`src/rtl/cpu_pkg.sv`:
```
// Shared CPU types: datapath widths, ALU opcodes, issue-entry layout and issue-stage state.
package cpu_pkg;

  localparam int XLEN   = 32;
  localparam int REG_AW = 5;

  localparam logic [3:0] ALU_AND = 4'b0000;
  localparam logic [3:0] ALU_OR  = 4'b0001;
  localparam logic [3:0] ALU_ADD = 4'b0010;
  localparam logic [3:0] ALU_SUB = 4'b0110;
  localparam logic [3:0] ALU_SLT = 4'b0111;
  localparam logic [3:0] ALU_NOR = 4'b1100;

  typedef struct packed {
    logic [3:0]        op;
    logic [XLEN-1:0]   a;
    logic [XLEN-1:0]   b;
    logic [REG_AW-1:0] rs1;
    logic [REG_AW-1:0] rs2;
    logic              use_imm;
    logic [REG_AW-1:0] rd;
  } issue_ent_t;

  typedef enum logic [1:0] {
    ST_EMPTY = 2'd0,
    ST_ONE   = 2'd1,
    ST_FULL  = 2'd2
  } iss_state_t;

  typedef enum logic [1:0] {
    HEAD_HOLD = 2'd0,
    HEAD_NEW  = 2'd1,
    HEAD_TAIL = 2'd2
  } head_sel_t;

  // A forwarding port hits only on an enabled write to the same non-zero register.
  function automatic logic rs_hit(input logic we, input logic [REG_AW-1:0] rd,
                                  input logic [REG_AW-1:0] rs);
    return we && (rd == rs) && (rs != '0);
  endfunction

endpackage

```
`src/rtl/alu_fwd_mux.sv`:
```
// Resolves one operand word: x0 -> 0, else EX hit > WB hit > stored value.
// Combinational; with ALU_ISSUE_FWD_EN undefined the stored value passes straight through.
module alu_fwd_mux
  import cpu_pkg::*;
(
  input  logic              snoop,
  input  logic [XLEN-1:0]   stored,
  input  logic [REG_AW-1:0] rs,
  input  logic              ex_we,
  input  logic [REG_AW-1:0] ex_rd,
  input  logic [XLEN-1:0]   ex_data,
  input  logic              wb_we,
  input  logic [REG_AW-1:0] wb_rd,
  input  logic [XLEN-1:0]   wb_data,
  output logic [XLEN-1:0]   val
);

`ifdef ALU_ISSUE_FWD_EN
  always_comb begin
    val = stored;
    if (snoop) begin
      if (rs == '0)                    val = '0;
      else if (rs_hit(ex_we, ex_rd, rs)) val = ex_data;
      else if (rs_hit(wb_we, wb_rd, rs)) val = wb_data;
    end
  end
`else
  logic unused_fwd;
  assign unused_fwd = ^{snoop, rs, ex_we, ex_rd, ex_data, wb_we, wb_rd, wb_data};
  assign val = stored;
`endif

endmodule

```
`src/rtl/alu_issue_stage.sv`:
```
// Two-entry issue skid buffer feeding the ALU; head shows one cycle after enqueue into EMPTY.
// dec_ready drops only when both entries are held; ALU_ISSUE_FWD_EN enables forwarding and load-use stall.
module alu_issue_stage
  import cpu_pkg::*;
(
  input  logic              clk,
  input  logic              rst,
  input  logic              dec_valid,
  output logic              dec_ready,
  input  logic [3:0]        dec_aluop,
  input  logic [REG_AW-1:0] dec_rs1,
  input  logic [REG_AW-1:0] dec_rs2,
  input  logic [REG_AW-1:0] dec_rd,
  input  logic [XLEN-1:0]   dec_rs1_val,
  input  logic [XLEN-1:0]   dec_rs2_val,
  input  logic [XLEN-1:0]   dec_imm,
  input  logic              dec_use_imm,
  input  logic              ex_fwd_we,
  input  logic [REG_AW-1:0] ex_fwd_rd,
  input  logic [XLEN-1:0]   ex_fwd_data,
  input  logic              ex_fwd_busy,
  input  logic              wb_fwd_we,
  input  logic [REG_AW-1:0] wb_fwd_rd,
  input  logic [XLEN-1:0]   wb_fwd_data,
  input  logic              flush,
  output logic              alu_valid,
  input  logic              alu_ready,
  output logic [3:0]        alu_op,
  output logic [XLEN-1:0]   alu_ina,
  output logic [XLEN-1:0]   alu_inb,
  output logic [REG_AW-1:0] alu_rd
);

  iss_state_t state, state_nxt;
  head_sel_t  head_sel;
  logic       tail_ld;
  logic       enq, deq, stall;

  issue_ent_t head, tail, enq_ent, head_res, tail_res;
  logic [XLEN-1:0] enq_a, enq_b, head_a, head_b, tail_a, tail_b;

  alu_fwd_mux u_enq_a (
    .snoop(1'b1), .stored(dec_rs1_val), .rs(dec_rs1),
    .ex_we(ex_fwd_we), .ex_rd(ex_fwd_rd), .ex_data(ex_fwd_data),
    .wb_we(wb_fwd_we), .wb_rd(wb_fwd_rd), .wb_data(wb_fwd_data), .val(enq_a)
  );
  alu_fwd_mux u_enq_b (
    .snoop(!dec_use_imm), .stored(dec_use_imm ? dec_imm : dec_rs2_val), .rs(dec_rs2),
    .ex_we(ex_fwd_we), .ex_rd(ex_fwd_rd), .ex_data(ex_fwd_data),
    .wb_we(wb_fwd_we), .wb_rd(wb_fwd_rd), .wb_data(wb_fwd_data), .val(enq_b)
  );
  alu_fwd_mux u_head_a (
    .snoop(1'b1), .stored(head.a), .rs(head.rs1),
    .ex_we(ex_fwd_we), .ex_rd(ex_fwd_rd), .ex_data(ex_fwd_data),
    .wb_we(wb_fwd_we), .wb_rd(wb_fwd_rd), .wb_data(wb_fwd_data), .val(head_a)
  );
  alu_fwd_mux u_head_b (
    .snoop(!head.use_imm), .stored(head.b), .rs(head.rs2),
    .ex_we(ex_fwd_we), .ex_rd(ex_fwd_rd), .ex_data(ex_fwd_data),
    .wb_we(wb_fwd_we), .wb_rd(wb_fwd_rd), .wb_data(wb_fwd_data), .val(head_b)
  );
  alu_fwd_mux u_tail_a (
    .snoop(1'b1), .stored(tail.a), .rs(tail.rs1),
    .ex_we(ex_fwd_we), .ex_rd(ex_fwd_rd), .ex_data(ex_fwd_data),
    .wb_we(wb_fwd_we), .wb_rd(wb_fwd_rd), .wb_data(wb_fwd_data), .val(tail_a)
  );
  alu_fwd_mux u_tail_b (
    .snoop(!tail.use_imm), .stored(tail.b), .rs(tail.rs2),
    .ex_we(ex_fwd_we), .ex_rd(ex_fwd_rd), .ex_data(ex_fwd_data),
    .wb_we(wb_fwd_we), .wb_rd(wb_fwd_rd), .wb_data(wb_fwd_data), .val(tail_b)
  );

  always_comb begin
    enq_ent         = '0;
    enq_ent.op      = dec_aluop;
    enq_ent.a       = enq_a;
    enq_ent.b       = enq_b;
    enq_ent.rs1     = dec_rs1;
    enq_ent.rs2     = dec_rs2;
    enq_ent.use_imm = dec_use_imm;
    enq_ent.rd      = dec_rd;
    head_res        = head;
    head_res.a      = head_a;
    head_res.b      = head_b;
    tail_res        = tail;
    tail_res.a      = tail_a;
    tail_res.b      = tail_b;
  end

`ifdef ALU_ISSUE_FWD_EN
  // Hold the head while EX still owes load data to one of its live sources.
  assign stall = ex_fwd_busy &&
                 (((head.rs1 != '0) && (ex_fwd_rd == head.rs1)) ||
                  (!head.use_imm && (head.rs2 != '0) && (ex_fwd_rd == head.rs2)));
`else
  logic unused_busy;
  assign unused_busy = ex_fwd_busy;
  assign stall       = 1'b0;
`endif

  assign alu_valid = (state != ST_EMPTY) && !stall;
  assign enq       = dec_valid && dec_ready;
  assign deq       = alu_valid && alu_ready;

  assign alu_op  = head.op;
  assign alu_ina = head_res.a;
  assign alu_inb = head_res.b;
  assign alu_rd  = head.rd;

  always_ff @(posedge clk or posedge rst) begin
    if (rst) begin
      state     <= ST_EMPTY;
      dec_ready <= 1'b1;
    end else begin
      state     <= state_nxt;
      dec_ready <= (state_nxt != ST_FULL);
    end
  end

  always_comb begin
    state_nxt = state;
    case (state)
      ST_EMPTY: if (enq) state_nxt = ST_ONE;
      ST_ONE: begin
        if (enq && !deq)      state_nxt = ST_FULL;
        else if (deq && !enq) state_nxt = ST_EMPTY;
      end
      ST_FULL:  if (deq) state_nxt = ST_ONE;
      default:  state_nxt = ST_EMPTY;
    endcase
    if (flush) state_nxt = ST_EMPTY;
  end

  always_comb begin
    head_sel = HEAD_HOLD;
    tail_ld  = 1'b0;
    case (state)
      ST_EMPTY: if (enq) head_sel = HEAD_NEW;
      ST_ONE: begin
        if (enq && deq) head_sel = HEAD_NEW;
        else if (enq)   tail_ld  = 1'b1;
      end
      ST_FULL:  if (deq) head_sel = HEAD_TAIL;
      default:  head_sel = HEAD_HOLD;
    endcase
  end

  // Held entries store their snooped operands every cycle so a forward is never lost.
  always_ff @(posedge clk or posedge rst) begin
    if (rst) begin
      head <= '0;
      tail <= '0;
    end else begin
      case (head_sel)
        HEAD_NEW:  head <= enq_ent;
        HEAD_TAIL: head <= tail_res;
        default:   head <= head_res;
      endcase
      tail <= tail_ld ? enq_ent : tail_res;
    end
  end

endmodule

```
`config.mk`:
```
export PLATFORM = sky130hd
export DESIGN_NAME = alu_issue_stage
export DESIGN_NICKNAME = d
export VERILOG_FILES = /design/src/rtl/cpu_pkg.sv /design/src/rtl/alu_fwd_mux.sv /design/src/rtl/alu_issue_stage.sv
export SDC_FILE = /design/constraint.sdc
export NUM_CORES = 1
export LEC_CHECK = 0
export CORE_ASPECT_RATIO = 0.5
export CORE_MARGIN = 8
export CORE_UTILIZATION = 25
export DETAILED_ROUTE_END_ITERATION = 7
export PLACE_DENSITY = 0.45
export SETUP_SLACK_MARGIN = 0.05
export SYNTH_ARGS = -nofsm -noshare
export SYNTH_HDL_FRONTEND = slang
export SYNTH_HIERARCHICAL = 1
export SYNTH_SLANG_ARGS = --single-unit
```
`constraint.sdc`:
```
create_clock -name clk -period 8.06 [get_ports clk]
set_input_delay 2.015 -clock clk [delete_from_list [all_inputs] [get_ports clk]]
set_output_delay 2.015 -clock clk [all_outputs]
set_load 0.02 [all_outputs]
```
==> results of run 1 <==
## per-layer routing
layer  vias up  GRT usage
met2        61      0.190
li1       2263          -
met3        14     0.0269
met1      2462      0.116
met4         0     0.0336
met5         -          0
## through the flow
stage	util	setup slack (ns)	hold WS [ns]	area [µm²]	power [µW]
2_1_floorplan	-	2.04	0.454	7970	1480
5_1_grt	0.293	3.53	0.501	9240	2360
3_3_place_gp	0.275	3.32	0.467	8680	1470
6_report	0.293	3.76	0.482	9240	2220
4_1_cts	0.293	3.75	0.487	9230	2270
3_5_place_dp	0.275	3.27	0.472	8680	1490
## final timing paths
check	endpoint	cells past startpoint	slack, ns	startpoint
max	head[63]	6	3.76	alu_ready
max reg2reg	head[63]	5	5.31	dec_ready
min reg2reg	head[17]	2	0.48	head[17]
min	head[17]	2	0.48	head[17]
min in group asynchronous	tail[41]	2	2.10	rst
max in group asynchronous	head[23]	3	4.60	rst
## placed cells by master (no fill, tap or decap), types with 2 or more instances in the layout
master and count:
sky130_fd_sc_hd__diode_2 2, sky130_fd_sc_hd__inv_1 2, sky130_fd_sc_hd__clkbuf_16 17, sky130_fd_sc_hd__a22oi_1 73, sky130_fd_sc_hd__o21ai_0 74, sky130_fd_sc_hd__clkinv_2 4
sky130_fd_sc_hd__nor2b_1 2, sky130_fd_sc_hd__nand2_1 74, sky130_fd_sc_hd__buf_4 5, sky130_fd_sc_hd__dfrtp_1 148, sky130_fd_sc_hd__inv_6 2, sky130_fd_sc_hd__clkbuf_8 3
sky130_fd_sc_hd__mux2_2 68, sky130_fd_sc_hd__a21oi_1 2, sky130_fd_sc_hd__clkbuf_1 3, sky130_fd_sc_hd__mux2_1 37, sky130_fd_sc_hd__clkdlybuf4s50_1 184
## power by group
group          switching, µW  leakage (µW)  internal, µW
Sequential              83.2       0.00188           912
Combinational            225       0.00154           247
Clock                    311      0.000273           447
Total                    619       0.00369          1610
## registers in the layout, summed over array words and instances, names as in the netlist
name       cells
head          64
dec_ready      1
state          2
alu_rd         5
alu_op         4
tail          73
## area by class of cell
class,instances,share of cell area
clock inverter,8,0.00813
inverter,3,0.00176
antenna,2,0.000542
tap,432,0.0585
sequential,149,0.404
timing repair buffer,190,0.204
clock buffer,23,0.0517
multi-input combinational,341,0.272
## worst max-delay path, delay by kind of cell
kind / cells / cell delay, ns
adders and majority gates: 1 / 0.63
AOI/OAI and AO/OA: 1 / 0.23
buffers and inverters: 2 / 1.20
and+or+nand+nor: 2 / 0.41
==> summary.txt, run 1 <==
===============================================================================================
Run status                                                                         finished clean
Top achievable clock speed                                                            0.233 GHz
Combined area of all synthesized cells                                                 7970 µm²
Clock H-tree levels                                                                           4
Input/output buffers                                                                        185
Worst-margin pin slew                                                                   1.03 ns
GRT Resource Usage Total                                                                  0.104
Number of instances in the synthesized netlist                                              744
Clock input transition at the sequential cells of the worst setup and hold paths        0.06 ns
Final estimated routing congestion in global placement                                    0.685
First-iteration detailed-routing DRC count                                                  278
Remaining routing DRC violations                                                              0
Max-cap violation count                                                                       0
Routed Wire Length                                                                     19500 µm
Global route overflow                                                                         0
Clock insertion delay at the later pin of the skew report                               0.43 ns
Max incr delay on CP                                                                    0.68 ns
Highest net fanout along the worst path                                                      76
Vias after detailed routing                                                                4800
Pwr Density                                                                          241 nW/µm²
Die outline height                                                                       142 µm
RSZ-0062 raised after global routing                                                         no
Worst rel slew slack                                                                      0.314
Crit Path Category                                                                 input port to flop
DR vias/cell                                                                               4.18
Leakage                                                                              0.00369 µW
Combined area of the multi-input logic cells                                           2510 µm²
Tightest Hold Check Type                                                           flop to flop
Top layer in use                                                                           met4
Overall die width                                                                        268 µm
Setup TNS                                                                                  0 ns
Hold-fix buffer count after cts                                                               0
Estimated wirelength of the detail-placed design                                       13000 µm
WP data required                                                                        8.33 ns
Setup crit start kind                                                                input port
Finish-stage setup viols                                                                      0
Clock period minus final worst setup slack                                              4.30 ns
Final critical-path share of the clock period                                             0.534
Average routed wire per standard cell                                                   17.0 µm
Layout net count                                                                            902
Endpoint arrival time on the critical path                                              4.57 ns
Number of buffers added by the clock tree synthesis step                                     17
Number of setup buffers added after CTS                                                       0
Metal-1 WL                                                                              7770 µm
Starting utilization of the core area                                                     0.253
Endpoint kind of the worst setup timing path                                               flop
Worst vdd ir                                                                         0.000158 V
YS warnings                                                                                   6
Fillers                                                                                    3262
Die area                                                                              38200 µm²
Relative area change from synthesis to final layout                                       15.9%
Post-route ant nets                                                                           0
Amount of wire on met3 after detailed routing                                            457 µm
Maximum number of pins on one net before global-route repair                                 88
Synthesized Nets                                                                            944
Length of the first detailed-routing pass in iterations                                       4
TritonCTS clock tree                                                                        yes
Fin cells                                                                                  1148
Final Slew Violations                                                                         0
Placed cell count                                                                          1115
Final number of hold-violating endpoints                                                      0
Via count of the first global-routing pass                                                 5174
Skew final                                                                           0.00663 ns
Maximum root-to-sink buffer count                                                             2
Reg area                                                                               3730 µm²
Initial antenna violation count                                                               2
CTS resizes                                                                                   0
Number of top-level pins                                                                    273
Mean instance size in the synthesized netlist                                          10.7 µm²
Clock root buffer                                                                  sky130_fd_sc_hd__clkbuf_16
Ordered list of cells on the worst path                                            clkdlybuf4s50_1 > nor2b_1 > nor3_1 > ha_4 > buf_4 > o21ai_0
Number of rows created at floorplan                                                          46
Slowest stage cell on the critical path                                            sky130_fd_sc_hd__buf_4
First-pass GRT wire length                                                             30400 µm
Proportion of layout cells with a drive suffix above 1                                    0.151
CORE AREA                                                                             31500 µm²
Detailed route wirelength on metal2                                                    11000 µm
Number of clock sinks                                                                       149
===============================================================================================
Power figures use the tool's default switching activity.
==> run 2: changes to the inputs <==
--- a/config.mk
+++ b/config.mk
@@ -9,7 +9,7 @@
 export CORE_MARGIN = 8
 export CORE_UTILIZATION = 25
 export DETAILED_ROUTE_END_ITERATION = 7
-export PLACE_DENSITY = 0.45
+export PLACE_DENSITY = 0.47
 export SETUP_SLACK_MARGIN = 0.05
 export SYNTH_ARGS = -nofsm -noshare
 export SYNTH_HDL_FRONTEND = slang
==> constraint.sdc (replaced) <==
create_clock -name clk -period 3.5 [get_ports clk]
set_input_delay 0.875 -clock clk [delete_from_list [all_inputs] [get_ports clk]]
set_output_delay 0.875 -clock clk [all_outputs]
set_load 0.02 [all_outputs]
==> summary.txt, run 2 (synthesized netlist as in run 1, its figures left out) <==
===============================================================================================
First-iteration detailed-routing DRC count                                                  271   -2.5%
GRT Resource Usage Total                                                                  0.103   -0.000394
Worst-margin pin slew                                                                  0.690 ns   -0.339 ns
Via count of the first global-routing pass                                                 5210   +0.70%
Final estimated routing congestion in global placement                                    0.692   +1.0%
Die outline height                                                                       142 µm   unchanged
Detailed route wirelength on metal2                                                    10500 µm   -4.6%
Top layer in use                                                                           met4
Number of rows created at floorplan                                                          46   unchanged
Top register by number of flip-flops                                                       tail
Top achievable clock speed                                                            0.375 GHz
Number of buffers and inverters on the critical path                                          1   -1
Maximum root-to-sink buffer count                                                             2   unchanged
Total design power                                                                      5280 µW   +140%
Number of clock sinks                                                                       149   unchanged
Length of the first detailed-routing pass in iterations                                       4   unchanged
Worst rel slew slack                                                                      0.539   +0.225
CTS resizes                                                                                   0   unchanged
Number of setup buffers added after CTS                                                       0   unchanged
Hold-fix buffer count after cts                                                               0   unchanged
Fin cells                                                                                  1158   +0.87%
WP data required                                                                        2.62 ns   -5.71 ns
CORE AREA                                                                             31500 µm²   unchanged
Clock input transition at the sequential cells of the worst setup and hold paths        0.06 ns   about the same
Placed cell count                                                                          1126   +0.99%
Setup TNS                                                                                  0 ns   unchanged
Die area                                                                              38200 µm²   unchanged
Relative area change from synthesis to final layout                                       19.0%
Number of top-level pins                                                                    273   unchanged
Metal-1 WL                                                                              7920 µm   +2.0%
Clock period minus final worst setup slack                                              2.67 ns
Post-route ant nets                                                                           0   unchanged
Most frequent cells in the layout                                                  185 x sky130_fd_sc_hd__clkdlybuf4s50_1, 148 x sky130_fd_sc_hd__dfrtp_1, 74 x sky130_fd_sc_hd__nand2_1, 74 x sky130_fd_sc_hd__o21ai_0, 73 x sky130_fd_sc_hd__a22oi_1
Crit Path Category                                                                 flop to output port
Most common cell after layout, fill and taps aside                                 sky130_fd_sc_hd__clkdlybuf4s50_1
Flip-flop count of the largest register after layout                                         73   unchanged
Routed Wire Length                                                                     19400 µm   -0.79%
Area after DPL                                                                         8880 µm²   +2.3%
Skew final                                                                            0.0120 ns   +0.00534 ns
TritonCTS clock tree                                                                        yes
Clock H-tree levels                                                                           4   unchanged
Worst vdd ir                                                                         0.000322 V   +100%
Slowest stage cell on the critical path                                            sky130_fd_sc_hd__clkdlybuf4s50_1
Highest net fanout along the worst path                                                       8   -89%
DR vias/cell                                                                               4.12   -1.5%
Final number of hold-violating endpoints                                                      0   unchanged
Final Slew Violations                                                                         0   unchanged
Maximum number of pins on one net before global-route repair                                 58   -34%
Pwr Density                                                                          557 nW/µm²   +130%
Ordered list of cells on the worst path                                            or2_2 > clkdlybuf4s50_1
Global route overflow                                                                         0   unchanged
Input/output buffers                                                                        185   unchanged
First-pass GRT wire length                                                             30700 µm   +0.68%
Setup crit start kind                                                                      flop
Finish-stage setup viols                                                                      0   unchanged
Remaining routing DRC violations                                                              0   unchanged
Initial antenna violation count                                                               0   -2
Run status                                                                         finished clean
Final non-filler cell area                                                             9480 µm²   +2.6%
Max-cap violation count                                                                       0   unchanged
Estimated wirelength of the detail-placed design                                       13600 µm   +4.2%
Endpoint arrival time on the critical path                                              1.79 ns   -2.78 ns
Max incr delay on CP                                                                    0.58 ns   -0.10 ns
Crit path max-delay family                                                         buffers and inverters
Worst-case hold slack                                                                  0.483 ns   +0.000326 ns
Average routed wire per standard cell                                                   16.7 µm   -1.6%
Amount of wire on met3 after detailed routing                                            384 µm   -16%
Number of buffers added by the clock tree synthesis step                                     17   unchanged
Fillers                                                                                    3297   +1.1%
Tightest Hold Check Type                                                           flop to flop
Diode insertion count for antenna repair                                                      0   -2
Leakage                                                                              0.00379 µW   +2.8%
Layout net count                                                                            913   +1.2%
Vias after detailed routing                                                                4767   -0.69%
Proportion of layout cells with a drive suffix above 1                                    0.167   +0.0154
Overall die width                                                                        268 µm   unchanged
Endpoint kind of the worst setup timing path                                        output port
Final critical-path share of the clock period                                             0.761
Clock insertion delay at the later pin of the skew report                               0.43 ns   about the same
Clock root buffer                                                                  sky130_fd_sc_hd__clkbuf_16
RSZ-0062 raised after global routing                                                         no
Starting utilization of the core area                                                     0.253   unchanged
===============================================================================================
## run 2: cell types whose count changed in the layout (fill, tap and decap cells not counted), moves of 2 or more
| cell | change |
|---|---|
| sky130_fd_sc_hd__clkinv_2 | -3 |
| sky130_fd_sc_hd__clkbuf_1 | -2 |
| sky130_fd_sc_hd__buf_12 | +9 |
| sky130_fd_sc_hd__buf_4 | +2 |
| sky130_fd_sc_hd__clkinvlp_4 | +3 |
| sky130_fd_sc_hd__diode_2 | -2 |
## run 2: cell type report
class,instances,area (µm²),share of cell area
Clock inverter,12,143,0.0150
Timing Repair Buffer,201,2080,0.220
Clock buffer,20,457,0.0482
Sequential cell,149,3730,0.393
Tap cell,432,541,0.0570
Multi-Input combinational cell,341,2510,0.265
Inverter,3,15.0,0.00158
## run 2: worst paths after layout
path                            slack (ns)  cells past startpoint  startpoint         to
worst max-delay path                  0.83                      2    state[1]  alu_valid
worst min-delay path                  0.48                      2    head[53]   head[53]
worst max register to register        1.45                      6   dec_ready  alu_rd[2]
worst min register to register        0.48                      2    head[53]   head[53]
max in group asynchronous             1.90                      3         rst   head[32]
min in group asynchronous             0.91                      2         rst   tail[72]
## run 2: metal layers
| metal | track usage | vias to the layer above |
|---|---|---|
| met2 | 0.188 | 62 |
| li1 | - | 2287 |
| met5 | 0 | - |
| met3 | 0.0195 | 33 |
| met1 | 0.118 | 2385 |
| met4 | 0.0454 | 0 |
## run 2: worst register-to-register path, cell delays in order, from the launching register on
cell and delay (ns):
sky130_fd_sc_hd__dfstp_2 0.52, sky130_fd_sc_hd__nand2_1 0.11, sky130_fd_sc_hd__nor3_1 0.34, sky130_fd_sc_hd__ha_4 0.40, sky130_fd_sc_hd__buf_4 0.29, sky130_fd_sc_hd__a22oi_1 0.09, sky130_fd_sc_hd__o21ai_0 0.20
## run 2: report_power, final
group	internal [µW]	total [µW]	switching [µW]
Clock	1100	1880	775
Combinational	598	1120	522
Sequential	2100	2290	189
## run 2: stage by stage
step | setup WS [ns] | util
4_1_cts | 0.789 | 0.301
3_5_place_dp | 0.543 | 0.282
3_3_place_gp | 0.603 | 0.282
2_1_floorplan | 0.751 | -
5_1_grt | 0.754 | 0.301
6_report | 0.835 | 0.301
==> run 3: changes to the inputs <==
--- a/config.mk
+++ b/config.mk
@@ -9,7 +9,7 @@
 export CORE_MARGIN = 8
 export CORE_UTILIZATION = 25
 export DETAILED_ROUTE_END_ITERATION = 7
-export PLACE_DENSITY = 0.47
+export PLACE_DENSITY = 0.45
 export SETUP_SLACK_MARGIN = 0.05
 export SYNTH_ARGS = -nofsm -noshare
 export SYNTH_HDL_FRONTEND = slang
==> constraint.sdc (replaced) <==
create_clock -name clk -period 2.65 [get_ports clk]
set_input_delay 0.6625 -clock clk [delete_from_list [all_inputs] [get_ports clk]]
set_output_delay 0.6625 -clock clk [all_outputs]
set_load 0.02 [all_outputs]
==> summary.txt, run 3 (synthesized netlist as in run 1, its figures left out) <==
===============================================================================================
Proportion of layout cells with a drive suffix above 1                                    0.169   +0.00229
Finish-stage setup viols                                                                      0   unchanged
Worst-margin pin slew                                                                  0.308 ns   -0.382 ns
Util after Layout                                                                         0.303   +0.00266
CORE AREA                                                                             31500 µm²   unchanged
Endpoint arrival time on the critical path                                              1.77 ns   -0.02 ns
DR vias/cell                                                                               4.12   +0.16%
Length of the first detailed-routing pass in iterations                                       6   +2
Most common cell after layout, fill and taps aside                                 sky130_fd_sc_hd__clkdlybuf4s50_1
Tightest Hold Check Type                                                           flop to flop
Input/output buffers                                                                        185   unchanged
Pwr Density                                                                          737 nW/µm²   +32%
Setup crit start kind                                                                      flop
GRT Resource Usage Total                                                                  0.105   +0.00174
Number of buffers added by the clock tree synthesis step                                     17   unchanged
Top achievable clock speed                                                            0.410 GHz
Number of top-level pins                                                                    273   unchanged
TritonCTS clock tree                                                                        yes
Clock share of power                                                                      0.358   +0.003
Die area                                                                              38200 µm²   unchanged
Logic gate share of total power                                                           0.213   about the same
Top register by number of flip-flops                                                       tail
Clock period minus final worst setup slack                                              2.44 ns
Switching component of the power                                                        1980 µW   +33%
Initial antenna violation count                                                               0   unchanged
Reg power frac                                                                            0.429   -0.004
Worst vdd ir                                                                         0.000493 V   +53%
Average routed wire per standard cell                                                   17.0 µm   +1.8%
First-iteration detailed-routing DRC count                                                  301   +11%
Placed cell count                                                                          1128   +0.18%
Max-cap violation count                                                                       0   unchanged
Clock H-tree levels                                                                           4   unchanged
Internal Dissipation                                                                    5060 µW   +33%
Hold-fix buffer count after cts                                                               0   unchanged
Fraction of power spent switching nets                                                    0.281   about the same
Number of rows created at floorplan                                                          46   unchanged
Setup TNS                                                                                  0 ns   unchanged
Final number of hold-violating endpoints                                                      0   unchanged
Crit Path Category                                                                 flop to output port
Diode insertion count for antenna repair                                                      0   unchanged
Clock root buffer                                                                  sky130_fd_sc_hd__clkbuf_16
Remaining routing DRC violations                                                              0   unchanged
Die outline height                                                                       142 µm   unchanged
Leakage                                                                              0.00382 µW   +0.69%
Clock insertion delay at the later pin of the skew report                               0.44 ns   about the same
Final critical-path share of the clock period                                             0.919
Final Slew Violations                                                                         0   unchanged
Maximum number of pins on one net before global-route repair                                 51   -12%
Number of clock sinks                                                                       149   unchanged
Highest net fanout along the worst path                                                       8   unchanged
Run status                                                                         finished clean
Skew final                                                                            0.0116 ns   -0.000341 ns
Fillers                                                                                    3236   -1.9%
Layout net count                                                                            915   +0.22%
Routed Wire Length                                                                     19700 µm   +2.0%
Number of setup buffers added after CTS                                                       0   unchanged
Relative area change from synthesis to final layout                                       20.0%
Flip-flop count of the largest register after layout                                         73   unchanged
Final estimated routing congestion in global placement                                    0.700   +1.3%
Vias after detailed routing                                                                4783   +0.34%
Worst rel slew slack                                                                      0.794   +0.255
First-pass GRT wire length                                                             30800 µm   +0.52%
WP data required                                                                        1.99 ns   -0.63 ns
RSZ-0062 raised after global routing                                                         no
Global route overflow                                                                         0   unchanged
CTS resizes                                                                                   0   unchanged
Starting utilization of the core area                                                     0.253   unchanged
Fin cells                                                                                  1160   +0.17%
Via count of the first global-routing pass                                                 5147   -1.2%
Most frequent cells in the layout                                                  185 x sky130_fd_sc_hd__clkdlybuf4s50_1, 148 x sky130_fd_sc_hd__dfrtp_1, 74 x sky130_fd_sc_hd__nand2_1, 74 x sky130_fd_sc_hd__o21ai_0, 73 x sky130_fd_sc_hd__a22oi_1
Maximum root-to-sink buffer count                                                             2   unchanged
Clock input transition at the sequential cells of the worst setup and hold paths        0.07 ns   about the same
Post-route ant nets                                                                           0   unchanged
Overall die width                                                                        268 µm   unchanged
Estimated wirelength of the detail-placed design                                       13800 µm   +1.8%
Endpoint kind of the worst setup timing path                                        output port
===============================================================================================
[run 3: changes by cell type in the layout (fill, tap and decap cells not counted)]
cell                         change
sky130_fd_sc_hd__bufinv_16       +1
sky130_fd_sc_hd__clkinvlp_4      +1
sky130_fd_sc_hd__inv_6           -1
sky130_fd_sc_hd__clkinv_2        +1
sky130_fd_sc_hd__buf_4           -3
sky130_fd_sc_hd__buf_12          +5
sky130_fd_sc_hd__clkbuf_8        -2
[run 3: metal layers]
| layer | share of wire | GRT usage | vias to the layer above |
|---|---|---|---|
| met2 | 0.56 | 0.196 | 52 |
| met1 | 0.41 | 0.116 | 2429 |
| met4 | 0.011 | 0.0296 | 0 |
| li1 | - | - | 2287 |
| met3 | 0.026 | 0.0285 | 15 |
| met5 | 0 | 0 | - |
[run 3: path summary, 6_finish.rpt]
check | from | to | slack (ns) | cells past startpoint
worst max-delay path | state[1] | alu_valid | 0.21 | 2
worst min-delay path | head[75] | head[75] | 0.48 | 2
worst max register to register | dec_ready | tail[26] | 0.81 | 5
worst min register to register | head[75] | head[75] | 0.48 | 2
max in group asynchronous | rst | dec_ready | 1.57 | 3
min in group asynchronous | rst | head[59] | 0.52 | 2
[run 3: critical path: stages (launching register included)]
cell and delay, ns:
sky130_fd_sc_hd__dfrtp_1 0.47, sky130_fd_sc_hd__or2_2 0.32, sky130_fd_sc_hd__clkdlybuf4s50_1 0.55
[run 3: cell type report]
type	instances	area (µm²)	area share
clock buffer	18	429	0.0449
clock inverter	14	176	0.0184
inverter	3	15.0	0.00157
multi-input combinational	341	2510	0.262
sequential	149	3730	0.390
tap	432	541	0.0565
timing repair buffer	203	2160	0.226
[run 3: power groups by stage]
stage               logic [µW]  clock network (µW)  registers, µW
floorplan                 1600                   0           2920
CTS                       1540                2620           3020
global placement          1500                   0           3040
global route              1620                2730           3090
detailed placement        1530                   0           3060
finish                    1500                2530           3020
[run 3: through the flow]
step                setup slack, ns  instance area [µm²]  total power (µW)  hold WS (ns)
floorplan                     0.113                 7970              4520         0.454
global placement             0.0941                 8960              4540         0.468
detailed placement            0.121                 8960              4600         0.472
CTS                           0.170                 9560              7180         0.489
global route                  0.140                 9560              7450         0.501
finish                        0.214                 9560              7050         0.483
